$ cat config.mk
export PLATFORM = sky130hd
export DESIGN_NAME = mem_arbiter
export DESIGN_NICKNAME = d
export VERILOG_FILES = /design/src/rtl/bus_wire.sv /design/src/rtl/mem_arbiter_pkg.sv /design/src/rtl/mem_arbiter_addr_decode.sv /design/src/rtl/mem_arbiter.sv
export SDC_FILE = /design/constraint.sdc
export NUM_CORES = 1
export LEC_CHECK = 0
export CORE_AREA = 8 8 194 196
export CTS_CLUSTER_SIZE = 24
export DETAILED_ROUTE_END_ITERATION = 7
export DIE_AREA = 0 0 202 204
export PLACE_DENSITY = 0.7
export SYNTH_ARGS = -nofsm -noshare
export SYNTH_HDL_FRONTEND = slang
export SYNTH_SLANG_ARGS = --single-unit
$ cat constraint.sdc
create_clock -name clk -period 35.6 [get_ports clk]
set_clock_uncertainty 0.05 [all_clocks]
set_input_delay 7.12 -clock clk [delete_from_list [all_inputs] [get_ports clk]]
set_output_delay 7.12 -clock clk [all_outputs]
set_load 0.03 [all_outputs]
$ cat src/rtl/bus_wire.sv
// Shared bus types: slave index, master FSM state
// and the request bundle carried to a slave.
package bus_wire;

    typedef enum logic [1:0] {
        IRAM  = 2'd0,
        DRAM  = 2'd1,
        TIMER = 2'd2,
        NONE  = 2'd3
    } slv_e;

    typedef enum logic [1:0] {
        ST_IDLE = 2'd0,
        ST_PEND = 2'd1,
        ST_WAIT = 2'd2,
        ST_ERR  = 2'd3
    } mst_st_e;

    typedef struct packed {
        logic        instr;
        logic [31:0] addr;
        logic [31:0] wdata;
        logic [3:0]  wstrb;
    } req_t;

endpackage

$ cat src/rtl/mem_arbiter_pkg.sv
// Memory map configuration for the CPU bus.
// Window bases and exclusive tops shared by bus blocks.
package mem_arbiter_pkg;

    localparam logic [31:0] CFG_IRAM_BASE  = 32'h0000_0000;
    localparam logic [31:0] CFG_IRAM_TOP   = 32'h0010_0000;
    localparam logic [31:0] CFG_DRAM_BASE  = 32'h0010_0000;
    localparam logic [31:0] CFG_DRAM_TOP   = 32'h0020_0000;
    localparam logic [31:0] CFG_TIMER_BASE = 32'h0020_0000;
    localparam logic [31:0] CFG_TIMER_TOP  = 32'h0020_0010;
    localparam logic [31:0] CFG_UART_BASE  = 32'h1000_0000;
    localparam logic [31:0] CFG_UART_TOP   = 32'h1000_0004;

endpackage

$ cat src/rtl/mem_arbiter_addr_decode.sv
// Address decoder: maps a bus address to a slave index.
// The uart window shares the iram slave port.
module addr_decode
    import bus_wire::*;
#(
    parameter logic [31:0] IRAM_BASE  = 32'h0000_0000,
    parameter logic [31:0] IRAM_TOP   = 32'h0010_0000,
    parameter logic [31:0] DRAM_BASE  = 32'h0010_0000,
    parameter logic [31:0] DRAM_TOP   = 32'h0020_0000,
    parameter logic [31:0] TIMER_BASE = 32'h0020_0000,
    parameter logic [31:0] TIMER_TOP  = 32'h0020_0010,
    parameter logic [31:0] UART_BASE  = 32'h1000_0000,
    parameter logic [31:0] UART_TOP   = 32'h1000_0004
) (
    input  logic [31:0] addr,
    output slv_e        slv
);

    // Offset-from-base compare avoids constant-range warnings at base 0.
    function automatic logic in_win(
        input logic [31:0] a,
        input logic [31:0] base,
        input logic [31:0] top
    );
        return (a - base) < (top - base);
    endfunction

    logic hit_iram;
    logic hit_dram;
    logic hit_timer;
    logic hit_uart;

    // Window hits and resulting slave selection.
    always_comb begin
        hit_iram  = in_win(addr, IRAM_BASE, IRAM_TOP);
        hit_dram  = in_win(addr, DRAM_BASE, DRAM_TOP);
        hit_timer = in_win(addr, TIMER_BASE, TIMER_TOP);
        hit_uart  = in_win(addr, UART_BASE, UART_TOP);
        slv = NONE;
        unique case (1'b1)
            hit_iram:  slv = IRAM;
            hit_dram:  slv = DRAM;
            hit_timer: slv = TIMER;
            hit_uart:  slv = IRAM;
            default:   slv = NONE;
        endcase
    end

endmodule

$ cat src/rtl/mem_arbiter.sv
// Two-master, three-slave interconnect for the CPU i/d ports.
// Same-cycle pass-through; losers are parked and replayed.
module mem_arbiter
    import bus_wire::*;
    import mem_arbiter_pkg::*;
#(
    parameter logic [31:0] IRAM_BASE  = CFG_IRAM_BASE,
    parameter logic [31:0] IRAM_TOP   = CFG_IRAM_TOP,
    parameter logic [31:0] DRAM_BASE  = CFG_DRAM_BASE,
    parameter logic [31:0] DRAM_TOP   = CFG_DRAM_TOP,
    parameter logic [31:0] TIMER_BASE = CFG_TIMER_BASE,
    parameter logic [31:0] TIMER_TOP  = CFG_TIMER_TOP,
    parameter logic [31:0] UART_BASE  = CFG_UART_BASE,
    parameter logic [31:0] UART_TOP   = CFG_UART_TOP
) (
    input  logic        clk,
    input  logic        rst,
    input  logic [1:0]  m_valid,
    input  logic [1:0]  m_instr,
    input  logic [31:0] m_addr  [2],
    input  logic [31:0] m_wdata [2],
    input  logic [3:0]  m_wstrb [2],
    output logic [31:0] m_rdata [2],
    output logic [1:0]  m_ready,
    output logic [2:0]  s_valid,
    output logic [2:0]  s_instr,
    output logic [31:0] s_addr  [3],
    output logic [31:0] s_wdata [3],
    output logic [3:0]  s_wstrb [3],
    input  logic [31:0] s_rdata [3],
    input  logic [2:0]  s_ready,
    output logic [1:0]  dec_err
);

    localparam logic [31:0] SLV_BASE [3] = '{IRAM_BASE, DRAM_BASE, TIMER_BASE};

    slv_e    dec      [2];
    mst_st_e state    [2];
    mst_st_e state_nx [2];
    req_t    pend_q   [2];
    slv_e    slv_q    [2];
    logic [2:0] busy_q;
    logic [2:0] owner_q;
    logic       last_q;

    req_t       live     [2];
    logic [1:0] want;
    slv_e       want_slv [2];
    req_t       want_req [2];
    logic [1:0] issue;
    logic [1:0] done;
    logic       conflict;
    logic       win;
    logic [3:0] busy_x;
    logic [3:0] owner_x;
    logic [3:0] rdy_x;

    for (genvar g = 0; g < 2; g++) begin : g_dec
        addr_decode #(
            .IRAM_BASE  (IRAM_BASE),
            .IRAM_TOP   (IRAM_TOP),
            .DRAM_BASE  (DRAM_BASE),
            .DRAM_TOP   (DRAM_TOP),
            .TIMER_BASE (TIMER_BASE),
            .TIMER_TOP  (TIMER_TOP),
            .UART_BASE  (UART_BASE),
            .UART_TOP   (UART_TOP)
        ) u_dec (
            .addr (m_addr[g]),
            .slv  (dec[g])
        );
    end

    assign busy_x  = {1'b1, busy_q};
    assign owner_x = {1'b0, owner_q};
    assign rdy_x   = {1'b0, s_ready};

    // Pick each master's candidate request and resolve the grant.
    always_comb begin
        for (int m = 0; m < 2; m++) begin
            live[m] = '{
                instr: m_instr[m],
                addr:  m_addr[m],
                wdata: m_wdata[m],
                wstrb: m_wstrb[m]
            };
            want[m]     = 1'b0;
            want_slv[m] = NONE;
            want_req[m] = live[m];
            if (rst) begin
                if (state[m] == ST_IDLE && m_valid[m] && dec[m] != NONE) begin
                    want[m]     = 1'b1;
                    want_slv[m] = dec[m];
                end else if (state[m] == ST_PEND) begin
                    want[m]     = 1'b1;
                    want_slv[m] = slv_q[m];
                    want_req[m] = pend_q[m];
                end
            end
        end
        conflict = want[0] && want[1] && (want_slv[0] == want_slv[1]);
        if (state[0] == ST_PEND && state[1] != ST_PEND) begin
            win = 1'b0;
        end else if (state[1] == ST_PEND && state[0] != ST_PEND) begin
            win = 1'b1;
        end else begin
            win = ~last_q;
        end
        for (int m = 0; m < 2; m++) begin
            issue[m] = want[m] && !busy_x[want_slv[m]]
                     && (!conflict || win == 1'(m));
        end
    end

    // Drive slave ports from whichever master was granted.
    always_comb begin
        s_valid = '0;
        s_instr = '0;
        for (int s = 0; s < 3; s++) begin
            s_addr[s]  = '0;
            s_wdata[s] = '0;
            s_wstrb[s] = '0;
        end
        for (int m = 0; m < 2; m++) begin
            if (issue[m]) begin
                s_valid[want_slv[m]] = 1'b1;
                s_instr[want_slv[m]] = want_req[m].instr;
                s_addr[want_slv[m]]  = want_req[m].addr ^ SLV_BASE[want_slv[m]];
                s_wdata[want_slv[m]] = want_req[m].wdata;
                s_wstrb[want_slv[m]] = want_req[m].wstrb;
            end
        end
    end

    // Route slave responses and decode errors back to the masters.
    always_comb begin
        for (int m = 0; m < 2; m++) begin
            done[m]    = 1'b0;
            m_ready[m] = 1'b0;
            m_rdata[m] = '0;
            dec_err[m] = 1'b0;
            if (rst) begin
                if (state[m] == ST_WAIT && rdy_x[slv_q[m]]
                    && busy_x[slv_q[m]] && owner_x[slv_q[m]] == 1'(m)) begin
                    done[m]    = 1'b1;
                    m_ready[m] = 1'b1;
                    m_rdata[m] = s_rdata[slv_q[m]];
                end
                if (state[m] == ST_ERR) begin
                    m_ready[m] = 1'b1;
                    dec_err[m] = 1'b1;
                end
            end
        end
    end

    // Per-master next-state logic.
    always_comb begin
        for (int m = 0; m < 2; m++) begin
            state_nx[m] = state[m];
            unique case (state[m])
                ST_IDLE: begin
                    if (m_valid[m]) begin
                        if (dec[m] == NONE) begin
                            state_nx[m] = ST_ERR;
                        end else if (issue[m]) begin
                            state_nx[m] = ST_WAIT;
                        end else begin
                            state_nx[m] = ST_PEND;
                        end
                    end
                end
                ST_PEND: if (issue[m]) state_nx[m] = ST_WAIT;
                ST_WAIT: if (done[m]) state_nx[m] = ST_IDLE;
                ST_ERR:  state_nx[m] = ST_IDLE;
                default: state_nx[m] = ST_IDLE;
            endcase
        end
    end

    // State, parked request, slave busy/owner and fairness flag.
    always_ff @(posedge clk) begin
        if (!rst) begin
            for (int m = 0; m < 2; m++) begin
                state[m]  <= ST_IDLE;
                pend_q[m] <= '0;
                slv_q[m]  <= IRAM;
            end
            busy_q  <= '0;
            owner_q <= '0;
            last_q  <= 1'b0;
        end else begin
            for (int m = 0; m < 2; m++) begin
                state[m] <= state_nx[m];
                if (state[m] == ST_IDLE && m_valid[m] && dec[m] != NONE) begin
                    pend_q[m] <= live[m];
                    slv_q[m]  <= dec[m];
                end
            end
            for (int s = 0; s < 3; s++) begin
                if (s_ready[s]) busy_q[s] <= 1'b0;
            end
            for (int m = 0; m < 2; m++) begin
                if (issue[m]) begin
                    busy_q[want_slv[m]]  <= 1'b1;
                    owner_q[want_slv[m]] <= 1'(m);
                end
            end
            if (conflict && |issue) last_q <= win;
        end
    end

endmodule

Word level (Yosys, flattened, before mapping)

Memory sizes are Yosys's and may differ from the RTL's.
Cells that the tools add are included.

Multiplexer cells: 130
Equality and inequality tests: 13
Reduce and logical (&&, ||, !) cells: 33
Bitwise operators: 25
Add/subtract/negate cells: 6
Order comparisons: 20

Operator list:

| cell                   | number |
|---|---|
| $mux 69                | 8 |
| $mux 32                | 14 |
| $mux 96                | 4 |
| $bmux 32 s2            | 4 |
| $and 96x96->96         | 2 |
| $bwmux 96              | 2 |
| $demux 32 s2           | 2 |
| $lt 32x21->1 const B   | 4 |
| $lt 32x3->1 const B    | 2 |
| $lt 32x5->1 const B    | 2 |
| $sub 32x21->32 const B | 2 |
| $sub 32x22->32 const B | 2 |
| $sub 32x29->32 const B | 2 |
| $xor 32x32->32         | 2 |
| $mux 1                 | 44 |
| $mux 2                 | 20 |
| $mux 3                 | 10 |
| $mux 12                | 2 |
| $logic_and 1x1->1      | 23 |
| $bmux 1 s2             | 8 |
| $demux 4 s2            | 2 |
| $pmux 2 s4             | 2 |
| $and 12x12->12         | 1 |
| $bwmux 12              | 1 |
| other kinds (23)       | 62 |

RAM bits: 146
Memories kept: 3
Input bits: 241
Word-level logic and storage cells: 233
Register bits after elaboration: 7

Memories:

| memory | words | width | rd ports | clocked after Yosys merged registers in | wr ports | line              | source |
|---|---|---|---|---|---|---|---|
| pend_q | 2     | 69    | 2        | 0                                       | 2        | mem_arbiter.sv:40 | `req_t pend_q [2];` |
| slv_q  | 2     | 2     | 2        | 0                                       | 2        | mem_arbiter.sv:41 | `slv_e slv_q [2];` |
| state  | 2     | 2     | 2        | 0                                       | 2        | mem_arbiter.sv:38 | `mst_st_e state [2];` |

Depth between registers and ports, before layout

Gate-level depths: netlist (run 1).

Depth in word-level cells: 18
Gate-level depth with buffers: 14
Gate-level depth less buffers: 12

By module

Synthesis (run 1) repeated with hierarchy kept, for this count alone.

Cell total of the unflattened synthesis: 1246
Area, all modules: 11753.8 µm²

Modules (own cells, without submodules):

| module      | cells each | instances | sequential area each (µm²) | area each (µm²) |
|---|---|---|---|---|
| mem_arbiter | 1136       | 1         | 4484.3                     | 10988.0 |
| addr_decode | 55         | 2         | 0.0                        | 382.9 |

Worst setup path after synthesis (run 1)

Ideal clock, no wire load.

Kind: input to output
Start point: input m_addr[53] (netlist name)
End point: output s_wdata[10] (netlist name)
Setup slack: 18.388 ns
Cell stages on the path: 13
Data arrival time: 10.042 ns
Cell sequence: buf_2 -> inv_1 -> ha_1 -> nor2b_1 -> xnor2_1 -> a31o_2 -> o21a_1 -> or3_1 -> nor2b_1 -> a311o_1 -> clkbuf_1 -> clkbuf_1 -> o22ai_1

RTL lines:

| element     | line              | source |
|---|---|---|
| from (decl) | mem_arbiter.sv:20 | `input logic [31:0] m_addr [2],` |
| to (decl)   | mem_arbiter.sv:28 | `output logic [31:0] s_wdata [3],` |

==> results.json, run 1 <==
{
  "die_w_um": 202,
  "setup_tns_ps": 0,
  "p_sw_mw": 0.171,
  "die_area_sq_um": 41200,
  "r2r_slack_ps": 32080,
  "synth_cell_type_count": 72,
  "p_sw_share_pct": 31.2,
  "power_density_nw_per_um2": 30.6,
  "async_reset_ff_share_pct": 0,
  "sequentialPowerShare_pct": 37.6,
  "slew_headroom_pct": 23.6,
  "n_fill_cell": 3192,
  "period_share_pct": 53.9,
  "track_usage_pct": 24.1,
  "cp.required_ps": 28430,
  "min_path_type": "flop to flop",
  "globalRoute.totalOverflow": 0,
  "yosys_warnings": 0,
  "fmax_mhz": 52.2,
  "cts_buffer_depth": 2,
  "crit_chain": "clkdlybuf4s50_1 -> nor4_1 -> nand4_1 -> nor3_1 -> nor2_1 -> o221ai_1 -> nand3b_1 -> a21o_2 -> buf_4 -> o22ai_1 -> clkdlybuf4s50_1",
  "nNetsFinal": 1930,
  "cts_setup_buffers": 0,
  "post_cts_resized": 0,
  "synthCells": 1239,
  "drc": 0,
  "h-tree-depth": 4,
  "synth-seq-cells": 153,
  "yosys_most_used_dff": "edfxtp_1",
  "grt_max_degree": 73,
  "worst-slew-pin-transition_ps": 1150,
  "rows": 69,
  "grt_pass1_wl_mm": 78.4,
  "hold_violations": 0,
  "p_int_mw": 0.377,
  "drv_cap": 0,
  "netlist_area_sq_um": 11900,
  "cts_sinks": 153,
  "r2r_start": "state[0][0]",
  "cpPeakStageDelay_ps": 900,
  "critical-path-slowest-cell": "o221ai_1",
  "min_from": "last_q",
  "p_clk_share_pct": 32.5,
  "reg2reg_to": "busy_q[1]",
  "worstPathMaxFanout": 39,
  "crit_path_end_kind": "output pin",
  "start_util_pct": 34.3,
  "worst_slack_ps": 16430,
  "pwr-share-comb_pct": 29.9,
  "syn_nets": 1486,
  "status": "finished, final reports clean",
  "place.gp.congestion": 0.892,
  "clk_latency_ps": 420,
  "antenna_found_initial": 9,
  "whs_endpoint": "last_q",
  "post-route-util_pct": 51.5,
  "first_pass_iters": 5,
  "tritoncts": "done",
  "synth_edf_count": 142,
  "pre_cts_slack_ps": 16530,
  "worstSetupPathType": "input pin to output pin",
  "hold_depth": 2,
  "core_sq_um": 34800,
  "timing.final.crit_period_ps": 19170,
  "vias": 12308,
  "die_h_um": 204,
  "rsz0062_at_grt": "false",
  "drive_gt1_share_pct": 8.20,
  "finalMaxSlewViolations": 0,
  "start_kind": "input pin",
  "power_leakage_nw": 6.88,
  "routed_via_density": 5.70,
  "drt-initial-drc-count": 811,
  "area_growth_syn_to_layout_pct": 49.9,
  "crit_path_frequent_cell": "clkdlybuf4s50_1",
  "syn_area_per_cell_sq_um": 9.64,
  "dp_hpwl_mm": 39.4,
  "finalSetupViolCount": 0,
  "pin_count": 519,
  "numCtsBuffers": 17,
  "total_power_mw": 0.548,
  "routed_wl_mm": 52.2,
  "ir_drop_mv": 0.0228,
  "reg2regPathDepth": 6,
  "ant_nets": 0,
  "grt_pass1_vias": 12425,
  "worstPathArrival_ps": 12000,
  "hold_buffers": 0,
  "clk_pin_slew_ps": 60,
  "wl_per_cell_um": 24.2,
  "portBuffers": 518,
  "ys_seq_area_share_pct": 37.6,
  "cts_root_buf": "clkbuf_16"
}
==> routing by layer <==
layer  routed length (um)  track usage [%]  vias up
li1                     -                -     5593
met1                21000             28.9     6006
met2                25500             41.5      622
met3                 3970             5.72       85
met4                 1690             8.97        2
met5                    8                0        -
==> critical path: cells and delay by family <==
kind	cells	cell delay [ps]
simple gates	5	1500
compound gates	3	1680
buf+inv	3	1640
==> cells by family after synthesis <==
family,count (synthesis),share of synthesized area [%]
fa+ha+maj,6,0.629
buf+inv,130,5.29
compound gates,332,20.4
simple gates,406,18.3
flops,153,37.6
xor+xnor,6,0.440
mux,206,17.3
==> cell usage after synthesis (6+ instances only) <==
master    count  area, sq um
a21oi_1      72          360
a31oi_1       8         50.1
buf_1         7         26.3
buf_2        25          125
buf_6        15          169
clkbuf_1     70          263
dfxtp_1      11          220
edfxtp_1    142         4260
ha_1          6         75.1
inv_1        13         48.8
mux2i_1     203         2030
nand2_1      20         75.1
nand3_1       9         45.0
nor2_1      155          582
nor2b_1     137          857
nor3_1        8         40.0
nor4_1       14         87.6
o21a_1        7         52.6
o22ai_1     156          976
o22ai_2      50          626
==> final cells by class <==
| class | count | area (sq um) | share of cell area (%) |
|---|---|---|---|
| Multi-Input combinational cell | 956 | 6860 | 38.3 |
| Timing Repair Buffer | 542 | 5370 | 30.0 |
| Sequential cell | 153 | 4480 | 25.0 |
| Tap cell | 461 | 577 | 3.22 |
| Clock buffer | 19 | 433 | 2.42 |
| Clock inverter | 13 | 128 | 0.713 |
| Inverter | 13 | 48.8 | 0.273 |
| Antenna cell | 4 | 10.0 | 0.0559 |
==> worst max path at each step <==
stage / start / endpoint / depth (start not counted)
floorplan: m_addr[53] / s_wdata[10] / 13
global placement: m_addr[53] / s_addr[62] / 13
detailed placement: m_addr[53] / s_addr[62] / 13
CTS: m_addr[53] / s_addr[62] / 13
global route: m_addr[57] / s_wstrb[2] / 11
finish: m_addr[57] / s_wstrb[2] / 11
==> stage by stage <==
| stage | hold WS [ps] | cell area, sq um | cells |
|---|---|---|---|
| floorplan | 402 | 11900 | 1239 |
| finish | 457 | 17900 | 2161 |
| global route | 483 | 17900 | 2161 |
| CTS | 450 | 17900 | 2157 |
| global placement | 424 | 17300 | 2125 |
| detailed placement | 440 | 17300 | 2125 |
==> flip-flops by register name, indices dropped and copies added (netlist names) <==
signal   count
pend_q     138
slv_q        4
state        4
busy_q       3
owner_q      3
last_q       1
==> power by group through the flow <==
stage	clock (mW)	combinational [mW]	sequential, mW
floorplan	0	0.0912	0.209
global placement	0	0.162	0.210
detailed placement	0	0.163	0.210
CTS	0.182	0.164	0.206
global route	0.187	0.173	0.207
finish	0.178	0.164	0.206
==> cells in the final DEF (no fill, tap or decap), types with 3 or more instances in the layout <==
cell type and instances:
clkdlybuf4s50_1 518, mux2i_1 203, o22ai_1 156, nor2_1 155, edfxtp_1 142, nor2b_1 135, a21oi_1 72, o22ai_2 50
buf_4 24, nand2_1 18, clkbuf_16 17, nor4_1 14, inv_1 13, dfxtp_1 11, nand3_1 9, nor3_1 8
a31oi_1 8, o21a_1 7, ha_1 6, nand4_1 5, or3_1 5, nand2b_1 5, or2_2 5, nand3b_1 5
nand4b_1 5, diode_2 4, xnor2_1 4, and3_1 4, o21ai_0 4, and2_1 4, clkinv_2 4, and4_1 3
nor4b_1 3, o21ai_1 3, a211oi_1 3, clkinvlp_4 3
No activity file was read; power rests on OpenSTA's default activity.
==> run 2, diff against run 1 <==
--- a/config.mk
+++ b/config.mk
@@ -5,11 +5,11 @@
 export SDC_FILE = /design/constraint.sdc
 export NUM_CORES = 1
 export LEC_CHECK = 0
-export CORE_AREA = 8 8 194 196
+export CORE_AREA = 8 8 195 197
 export CTS_CLUSTER_SIZE = 24
 export DETAILED_ROUTE_END_ITERATION = 7
-export DIE_AREA = 0 0 202 204
-export PLACE_DENSITY = 0.7
+export DIE_AREA = 0 0 203 205
+export PLACE_DENSITY = 0.72
 export SYNTH_ARGS = -nofsm -noshare
 export SYNTH_HDL_FRONTEND = slang
 export SYNTH_SLANG_ARGS = --single-unit
==> constraint.sdc (replaced) <==
create_clock -name clk -period 16.25 [get_ports clk]
set_clock_uncertainty 0.05 [all_clocks]
set_input_delay 3.25 -clock clk [delete_from_list [all_inputs] [get_ports clk]]
set_output_delay 3.25 -clock clk [all_outputs]
set_load 0.03 [all_outputs]
==> run 2 against run 1 <==
Power is 120% higher. Clock power is 120% higher. Sequential share of layout area barely moved. Register-to-register slack worse by 20000 ps. Core utilization down 0.21 points. Cell count up 0.23%. Clock-buffer cell count is 2 lower. Worst setup slack worse by 12000 ps. Design area about the same. Highest routed layer unchanged.
==> results.json, run 2 (synthesis gave the netlist of run 1 again) <==
{
  "status": "finished, final reports clean",
  "die_w_um": 203,
  "die_area_sq_um": 41600,
  "power_leakage_nw": 6.88,
  "cpPeakStageDelay_ps": 870,
  "period_share_pct": 72.8,
  "grt_pass1_wl_mm": 77.5,
  "setup_tns_ps": 0,
  "ant_nets": 0,
  "nNetsFinal": 1929,
  "first_pass_iters": 5,
  "final_cell_mix": "clkdlybuf4s50_1 (518), mux2i_1 (203), o22ai_1 (156)",
  "timing.final.crit_period_ps": 11820,
  "worst-slew-pin-transition_ps": 1090,
  "core_sq_um": 35000,
  "finalSetupViolCount": 0,
  "crit_chain": "clkdlybuf4s50_1 -> nor4_1 -> nand4_1 -> nor3_1 -> nor2_1 -> o221ai_1 -> a311o_2 -> buf_4 -> mux2_1 -> clkdlybuf4s50_1",
  "sequentialPowerShare_pct": 37.6,
  "drc": 0,
  "tritoncts": "done",
  "p_int_mw": 0.815,
  "cp.required_ps": 12950,
  "routed_via_density": 5.68,
  "p_sw_share_pct": 32.1,
  "h-tree-depth": 4,
  "ir_drop_mv": 0.0550,
  "finalMaxSlewViolations": 0,
  "path_buf_inv": 3,
  "largest_reg_flops": 138,
  "place.gp.congestion": 0.919,
  "cts_setup_buffers": 0,
  "grt_pass1_vias": 12384,
  "worst_slack_ps": 4430,
  "globalRoute.totalOverflow": 0,
  "post_cts_resized": 0,
  "fin_hold_ws_ps": 434,
  "start_util_pct": 34.2,
  "cts_buffer_depth": 2,
  "die_h_um": 205,
  "clk_pin_slew_ps": 60,
  "start_kind": "input pin",
  "antenna_found_initial": 15,
  "reg_top3": "pend_q: 138 flops, slv_q: 4 flops, state: 4 flops",
  "final_common_cell": "clkdlybuf4s50_1",
  "portBuffers": 518,
  "wl_per_cell_um": 24.7,
  "grt_max_degree": 82,
  "numCtsBuffers": 17,
  "critical-path-slowest-cell": "o221ai_1",
  "worstPathMaxFanout": 41,
  "rsz0062_at_grt": "false",
  "vias": 12298,
  "drive_gt1_share_pct": 8.32,
  "clk_latency_ps": 430,
  "pre_cts_slack_ps": 4480,
  "r2r_slack_ps": 12210,
  "pwr-share-comb_pct": 30.0,
  "cts_sinks": 153,
  "track_usage_pct": 24.1,
  "drv_cap": 0,
  "hold_buffers": 0,
  "hold_violations": 0,
  "crit_path_frequent_cell": "clkdlybuf4s50_1",
  "top_register": "pend_q",
  "slew_headroom_pct": 27.2,
  "min_path_type": "flop to flop",
  "worstPathArrival_ps": 8520,
  "drt-initial-drc-count": 719,
  "routed_wl_mm": 53.4,
  "power_density_nw_per_um2": 67.0,
  "cp_top_family": "buffers and inverters",
  "dp_hpwl_mm": 39.8,
  "p_sw_mw": 0.386,
  "fmax_mhz": 84.6,
  "cts_root_buf": "clkbuf_16",
  "crit_path_end_kind": "output pin",
  "post-route-util_pct": 51.2,
  "area_growth_syn_to_layout_pct": 50.1,
  "pin_count": 519,
  "p_clk_share_pct": 32.3,
  "worstSetupPathType": "input pin to output pin",
  "rows": 69
}
run 2: power by group through the flow:
| stage | Combinational (mW) | Clock [mW] | Sequential, mW |
|---|---|---|---|
| after global placement | 0.355 | 0 | 0.459 |
| after floorplan | 0.200 | 0 | 0.458 |
| after global routing | 0.381 | 0.410 | 0.453 |
| after detailed placement | 0.359 | 0 | 0.459 |
| final | 0.361 | 0.388 | 0.452 |
| after CTS | 0.360 | 0.396 | 0.452 |
run 2: worst min-delay path, delay by kind of cell, from the launching register on:
kind,cells,cell delay (ps)
flip-flops,1,310
buffers and inverters,1,70
AO/OA/AOI/OAI,1,60
run 2: worst paths after layout:
kind / cells after the start / from / endpoint
worst max register to register: 8 / state[0][3] / busy_q[2]
worst min-delay path: 2 / owner_q[2] / owner_q[2]
worst min register to register: 2 / owner_q[2] / owner_q[2]
worst max-delay path: 10 / m_addr[58] / s_addr[21]
run 2: through the flow:
| stage | cells | power, mW | area, sq um |
|---|---|---|---|
| after CTS | 2156 | 1.21 | 17900 |
| after global routing | 2166 | 1.24 | 17900 |
| after detailed placement | 2124 | 0.818 | 17300 |
| after floorplan | 1239 | 0.658 | 11900 |
| final | 2166 | 1.20 | 17900 |
| after global placement | 2124 | 0.814 | 17300 |
run 2: cell type report:
type / instances / area [sq um]
clock buffer: 17 / 425
multi-input combinational: 956 / 6860
timing repair buffer: 541 / 5360
antenna: 10 / 25.0
inverter: 13 / 48.8
clock inverter: 15 / 141
fill: 3259 / 17000
sequential: 153 / 4480
tap: 461 / 577
run 2: layer usage:
| layer | up-vias | GRT usage, % | routed length [um] |
|---|---|---|---|
| met1 | 5945 | 27.8 | 20900 |
| li1 | 5608 | - | - |
| met4 | 6 | 10.8 | 2030 |
| met2 | 634 | 41.3 | 26100 |
| met3 | 105 | 6.61 | 4380 |
| met5 | - | 0 | 45 |
